<file path="config.mk">
export PLATFORM = sky130hd
export DESIGN_NAME = downstream_cancel_tracker
export DESIGN_NICKNAME = d
export VERILOG_FILES = /design/src/rtl/downstream_cancel_tracker.sv
export SDC_FILE = /design/constraint.sdc
export NUM_CORES = 2
export LEC_CHECK = 0
export BUFFER_PORTS_ARGS = -buffer_cell sky130_fd_sc_hd__buf_2
export CAP_MARGIN = 20
export CORE_ASPECT_RATIO = 0.75
export CORE_MARGIN = 2
export CORE_UTILIZATION = 53
export DETAILED_ROUTE_END_ITERATION = 12
export PLACE_DENSITY = 0.72
export RECOVER_POWER = 100
export SLEW_MARGIN = 40
export SYNTH_ARGS = -nofsm -noshare
export SYNTH_HDL_FRONTEND = slang
export SYNTH_SLANG_ARGS = --single-unit
</file>
<file path="constraint.sdc">
create_clock -name clk -period 49.1 [get_ports clk]
set_input_delay 7.365 -clock clk [delete_from_list [all_inputs] [get_ports clk]]
set_output_delay 7.365 -clock clk [all_outputs]
set_load 0.05 [all_outputs]
</file>
<file path="src/rtl/downstream_cancel_tracker.sv">
// Per-client cancel-rate tracker: windowed, saturating per-client totals and
// counts, with a sticky per-client block flag that only clear or reset releases.
module downstream_cancel_tracker #(
  parameter int               NUM_CLIENTS = 32,
  parameter int               ID_W        = 5,
  parameter int               AMT_W       = 32,
  parameter int               TOT_W       = 32,
  parameter int               CNT_W       = 16,
  parameter logic [TOT_W-1:0] LIMIT       = 'h100,
  parameter int               WINDOW      = 1024
) (
  input  logic                   clk,
  input  logic                   rst,
  input  logic                   ack,
  input  logic [ID_W-1:0]        client_id,
  input  logic [AMT_W-1:0]       amount,
  input  logic                   clear,
  output logic [TOT_W-1:0]       total_cancel,
  output logic [CNT_W-1:0]       cancelled_orders,
  output logic                   blocked,
  output logic                   saturated,
  output logic                   accepted,
  output logic                   rejected,
  output logic [NUM_CLIENTS-1:0] blocked_mask
);

  localparam int WIN_W = (WINDOW > 1) ? $clog2(WINDOW) : 1;

  logic [WIN_W-1:0]       win_cnt;
  logic                   win_end;
  logic [TOT_W-1:0]       tot [NUM_CLIENTS];
  logic [CNT_W-1:0]       cnt [NUM_CLIENTS];
  logic [NUM_CLIENTS-1:0] blk;

  logic                   id_ok;
  logic [ID_W-1:0]        sel;
  logic [TOT_W-1:0]       cur_tot;
  logic [CNT_W-1:0]       cur_cnt;
  logic                   cur_blk;
  logic [TOT_W:0]         sum;
  logic [TOT_W-1:0]       new_tot;
  logic [CNT_W-1:0]       new_cnt;
  logic                   new_blk;
  logic                   do_clear;
  logic                   do_ack;
  logic [TOT_W-1:0]       rd_tot;
  logic [CNT_W-1:0]       rd_cnt;
  logic                   rd_blk;

  assign win_end = (win_cnt == WIN_W'(WINDOW - 1));
  assign id_ok   = ({1'b0, client_id} < (ID_W+1)'(NUM_CLIENTS));
  assign sel     = id_ok ? client_id : '0;

  // Entry values as seen after this edge's window clear.
  assign cur_tot = win_end ? '0 : tot[sel];
  assign cur_cnt = win_end ? '0 : cnt[sel];
  assign cur_blk = blk[sel];

  assign sum     = {1'b0, cur_tot} + (TOT_W+1)'(amount);
  assign new_tot = sum[TOT_W] ? '1 : sum[TOT_W-1:0];
  assign new_cnt = (cur_cnt == '1) ? cur_cnt : cur_cnt + CNT_W'(1);
  assign new_blk = (new_tot > LIMIT);

  // ack is fire-and-forget: no back-pressure; exactly one of accepted or
  // rejected pulses on the following cycle to report what happened to it.
  assign do_clear = clear && id_ok;
  assign do_ack   = ack && !clear && id_ok && !cur_blk;

  always_comb begin
    rd_tot = '0;
    rd_cnt = '0;
    rd_blk = 1'b0;
    if (id_ok && !do_clear) begin
      if (do_ack) begin
        rd_tot = new_tot;
        rd_cnt = new_cnt;
        rd_blk = new_blk;
      end else begin
        rd_tot = cur_tot;
        rd_cnt = cur_cnt;
        rd_blk = cur_blk;
      end
    end
  end

  always_ff @(posedge clk or posedge rst) begin
    if (rst) begin
      win_cnt          <= '0;
      blk              <= '0;
      total_cancel     <= '0;
      cancelled_orders <= '0;
      blocked          <= 1'b0;
      saturated        <= 1'b0;
      accepted         <= 1'b0;
      rejected         <= 1'b0;
      for (int i = 0; i < NUM_CLIENTS; i++) begin
        tot[i] <= '0;
        cnt[i] <= '0;
      end
    end else begin
      win_cnt <= win_end ? '0 : win_cnt + WIN_W'(1);
      if (win_end) begin
        for (int i = 0; i < NUM_CLIENTS; i++) begin
          tot[i] <= '0;
          cnt[i] <= '0;
        end
      end
      // The addressed-entry write follows the window clear so it wins.
      if (do_clear) begin
        tot[sel] <= '0;
        cnt[sel] <= '0;
        blk[sel] <= 1'b0;
      end else if (do_ack) begin
        tot[sel] <= new_tot;
        cnt[sel] <= new_cnt;
        if (new_blk) blk[sel] <= 1'b1;
      end
      total_cancel     <= rd_tot;
      cancelled_orders <= rd_cnt;
      blocked          <= rd_blk;
      saturated        <= (rd_tot == '1) || (rd_cnt == '1);
      accepted         <= do_ack;
      rejected         <= ack && !do_ack;
    end
  end

  assign blocked_mask = blk;

endmodule

</file>
==> impl_metrics.xml <==
<?xml version="1.0" encoding="UTF-8"?>
<metrics>
  <group name="run_status">
    <metric name="run_status" unit="">finished, violations left</metric>
    <metric name="violations_in_the_final_reports" unit="">capacitance limit, slew limit</metric>
  </group>
  <group name="logic_synthesis">
    <metric name="syn_area" unit="sq mm">0.07685</metric>
    <metric name="synth_simple_gate_area_share" unit="%">5.766</metric>
    <metric name="synthesis.nets" unit="">7185</metric>
    <metric name="synth.yosys.seq_area_share" unit="%">53.07</metric>
    <metric name="synth-xor-area-share" unit="%">0.6561</metric>
    <metric name="ys_async_sr_fraction" unit="%">100.0</metric>
    <metric name="synth_edf_count" unit="">0</metric>
    <metric name="synthAdderAreaFrac" unit="%">0.5796</metric>
    <metric name="synth_seq_cells" unit="">1630</metric>
    <metric name="synth_compound_area_share" unit="%">25.03</metric>
    <metric name="yosys_warnings" unit="">0</metric>
    <metric name="post_synth.cell_area_avg" unit="sq um">10.81</metric>
    <metric name="synth.top_cells.by_area" unit="">dfrtp_1 (53%), a21oi_1 (8.1%), a22o_1 (7.8%)</metric>
    <metric name="synthDominantAreaCellType" unit="">dfrtp_1</metric>
    <metric name="multiplexer_fraction_of_the_synthesized_cell_area" unit="%">10.73</metric>
    <metric name="dominantRegCellSynth" unit="">dfrtp_1</metric>
    <metric name="postSynthCellCount" unit="">7109</metric>
    <metric name="synth_top_cell_area_share" unit="%">53.07</metric>
    <metric name="synth_cell_types" unit="">83</metric>
    <metric name="main_combinational_cell_family_by_area_after_synthesis" unit="">compound AO/OA/AOI/OAI gates</metric>
  </group>
  <group name="clocking">
    <metric name="cts_repair_resize_count" unit="">0</metric>
    <metric name="cts.sink_count" unit="">1630</metric>
    <metric name="cts_max_path_buffers" unit="">3</metric>
    <metric name="cts.hold.buffers_added" unit="">0</metric>
    <metric name="clock_tree_from_tritoncts" unit="">yes</metric>
    <metric name="post_cts_setup_inserts" unit="">0</metric>
    <metric name="cts_inserted_buffers" unit="">159</metric>
    <metric name="clock-root-buffer" unit="">clkbuf_16</metric>
    <metric name="clk_transition_reported_paths" unit="ns">0.06</metric>
    <metric name="htree_levels" unit="">4</metric>
    <metric name="clock_insertion_delay_worst_skew" unit="ns">0.86</metric>
  </group>
  <group name="run">
    <metric name="cap_violations" unit="">145</metric>
  </group>
  <group name="timing">
    <metric name="finalHoldViolations" unit="">0</metric>
    <metric name="rsz0062_at_grt" unit="">no</metric>
    <metric name="finalSetupViolCount" unit="">0</metric>
    <metric name="relSlewSlack" unit="%">-408.1</metric>
    <metric name="final.min_clock_period" unit="ns">28.43</metric>
    <metric name="fmax" unit="MHz">35.17</metric>
    <metric name="fin_tns_setup" unit="ns">0</metric>
    <metric name="skew" unit="ns">0.04990</metric>
    <metric name="final_cycle_utilization_of_the_critical_path" unit="%">57.91</metric>
    <metric name="worst-slew-pin-transition" unit="ns">7.622</metric>
    <metric name="final-max-slew-violation-count" unit="">4284</metric>
  </group>
  <group name="global_route">
    <metric name="grt_first_pass_wirelength" unit="mm">486.9</metric>
    <metric name="combined_global_route_utilization_of_all_metal_layers" unit="%">45.67</metric>
    <metric name="first_global_vias" unit="">65993</metric>
    <metric name="largest_net_degree_at_the_start_of_global_routing" unit="">162</metric>
    <metric name="number_of_antenna_violations_at_the_first_check_in_global_routing" unit="">22</metric>
    <metric name="global_route.overflow_total" unit="">0</metric>
  </group>
  <group name="setup_path">
    <metric name="timing_worst_setup_path_type" unit="">input pin to register</metric>
    <metric name="critPathMaxFanout" unit="">111</metric>
    <metric name="worst-endpoint-arrival" unit="ns">29.18</metric>
    <metric name="cp.buffers_inverters" unit="">7</metric>
    <metric name="critical_path.startpoint_type" unit="">input pin</metric>
    <metric name="ff2ff_setup_slack" unit="ns">37.59</metric>
    <metric name="critical_path.most_common_cell" unit="">clkbuf_1</metric>
    <metric name="crit_chain" unit="">clkbuf_1 &gt; clkbuf_1 &gt; nand4bb_1 &gt; clkbuf_1 &gt; o22ai_1 &gt; or4_1 &gt; nor3_1 &gt; clkbuf_1 &gt; nand2_2 &gt; clkbuf_1 &gt; clkbuf_1 &gt; nor2_1 &gt; clkbuf_1 &gt; a22o_1</metric>
    <metric name="endpoint_kind" unit="">register</metric>
    <metric name="crit_required" unit="ns">49.85</metric>
    <metric name="cpPeakStageDelay" unit="ns">5.52</metric>
    <metric name="critPathTopFamily" unit="">buffers and inverters</metric>
    <metric name="crit_path_top_delay_cell" unit="">clkbuf_1</metric>
  </group>
  <group name="floorplan">
    <metric name="io_pins" unit="">125</metric>
    <metric name="dieArea" unit="sq mm">0.1481</metric>
    <metric name="placement_rows" unit="">120</metric>
    <metric name="chipWidth" unit="microns">443.7</metric>
    <metric name="floorplan.die.height" unit="microns">333.8</metric>
    <metric name="start_util" unit="%">53.60</metric>
    <metric name="floorplan.core_area" unit="sq mm">0.1434</metric>
  </group>
  <group name="power_and_ir_drop">
    <metric name="peakVddDrop" unit="mV">0.03115</metric>
    <metric name="power_density" unit="mW/mm^2">46.44</metric>
    <metric name="power.static_leakage" unit="nW">37.38</metric>
  </group>
  <group name="route">
    <metric name="remaining_drc_errors" unit="">0</metric>
    <metric name="viasPerCell" unit="">7.780</metric>
    <metric name="detail_route.wl_per_cell" unit="microns">38.45</metric>
    <metric name="vias" unit="">69938</metric>
    <metric name="first_pass_iters" unit="">10</metric>
    <metric name="detail_route.iter0.violations" unit="">14205</metric>
    <metric name="detail_route.wirelength" unit="mm">345.6</metric>
    <metric name="drtAntennaViolNets" unit="">0</metric>
  </group>
  <group name="hold_path">
    <metric name="worst_hold_path_type" unit="">register to register</metric>
  </group>
  <group name="place">
    <metric name="portBuffers" unit="">124</metric>
    <metric name="weighted_congestion_reported_at_the_end_of_routability_driven_placement" unit="">1.036</metric>
    <metric name="post-dp-hpwl" unit="mm">215.6</metric>
  </group>
  <group name="finish">
    <metric name="layout.cells.most_common" unit="">dfrtp_1</metric>
    <metric name="final_cell_mix" unit="">dfrtp_1 (1,630), a21oi_1 (1,245), a22o_1 (687)</metric>
    <metric name="finish.utilization" unit="%">59.28</metric>
    <metric name="area_growth_syn_to_layout" unit="%">10.60</metric>
    <metric name="layout-drive-gt1-share" unit="%">10.41</metric>
    <metric name="design.final.nets" unit="">7027</metric>
    <metric name="n_fill_cell" unit="">11675</metric>
  </group>
</metrics>
## stage by stage
| stage | hold slack, ns | worst slack [ns] | std cells | cell area [sq um] | power (W) |
|---|---|---|---|---|---|
| 2_1_floorplan | 0.4334 | 19.14 | 7109 | 76860 | 0.002281 |
| 3_3_place_gp | 0.4544 | 33.10 | 8629 | 79800 | 0.002552 |
| 3_5_place_dp | 0.4591 | 33.04 | 8672 | 80890 | 0.002587 |
| 4_1_cts | 0.4716 | 33.92 | 8964 | 86470 | 0.003895 |
| 5_1_grt | 0.4958 | 17.31 | 8976 | 84970 | 0.004052 |
| 6_report | 0.4710 | 20.67 | 8989 | 85000 | 0.003948 |
## synthesized netlist by cell type (29+ instances only)
library cell	n
a22oi_1	295
mux2i_1	517
inv_1	30
o21ai_0	263
a32o_1	42
nand2_1	455
clkbuf_1	556
ha_1	34
o22ai_1	256
buf_2	96
mux4_2	136
nand3_1	41
nor4_1	55
buf_4	43
a21oi_1	1247
o21ai_1	64
a22o_1	687
nor3_1	32
buf_1	29
nor2_1	264
dfrtp_1	1630
## layer usage
metal | global-route usage (%) | share of wire, % | up-vias
li1 | - | - | 26441
met1 | 59.21 | 35 | 34542
met2 | 56.48 | 37 | 7139
met3 | 29.81 | 21 | 1766
met4 | 24.58 | 7.2 | 50
met5 | 3.239 | 0.37 | -
## area by class of cell
type,instances,area (sq um),area share (%)
Clock buffer,229,4717,5.549
Multi-Input combinational cell,4717,33490,39.40
Sequential cell,1630,40790,47.99
Timing Repair Buffer,412,2619,3.081
Antenna cell,16,40.04,0.04710
Clock inverter,63,862.1,1.014
Inverter,31,117.6,0.1384
Tap cell,1891,2366,2.784
## power by group
| group | internal, W | total [W] | switching (W) |
|---|---|---|---|
| Combinational | 0.000297 | 0.000894 | 0.000597 |
| Clock | 0.000761 | 0.00133 | 0.000573 |
| Sequential | 0.00157 | 0.00172 | 0.000150 |
| Total | 0.00263 | 0.00395 | 0.00132 |
## sequential cells by signal, indices dropped and copies added, names as in the netlist, named ones only
register	count
win_cnt	10
saturated	1
total_cancel	32
accepted	1
tot	1024
blocked	1
cnt	512
rejected	1
cancelled_orders	16
## path summary, 6_finish.rpt
| kind | startpoint | end | cells after the start |
|---|---|---|---|
| hold / removal | win_cnt[4] | win_cnt[4] | 1 |
| setup / recovery | client_id[1] | tot[787] | 14 |
| setup reg to reg | win_cnt[2] | tot[366] | 15 |
| hold reg to reg | win_cnt[4] | win_cnt[4] | 1 |
| max in group asynchronous | rst | tot[691] | 8 |
| min in group asynchronous | rst | cancelled_orders[4] | 2 |
## kinds of logic after synthesis
| kind of cell | count (synthesis) |
|---|---|
| mux | 654 |
| flops | 1630 |
| buf+inv | 762 |
| fa+ha+maj | 35 |
| compound gates | 2988 |
| simple gates | 985 |
| xor+xnor | 55 |
Note: power is estimated with default switching activity, not from simulation.
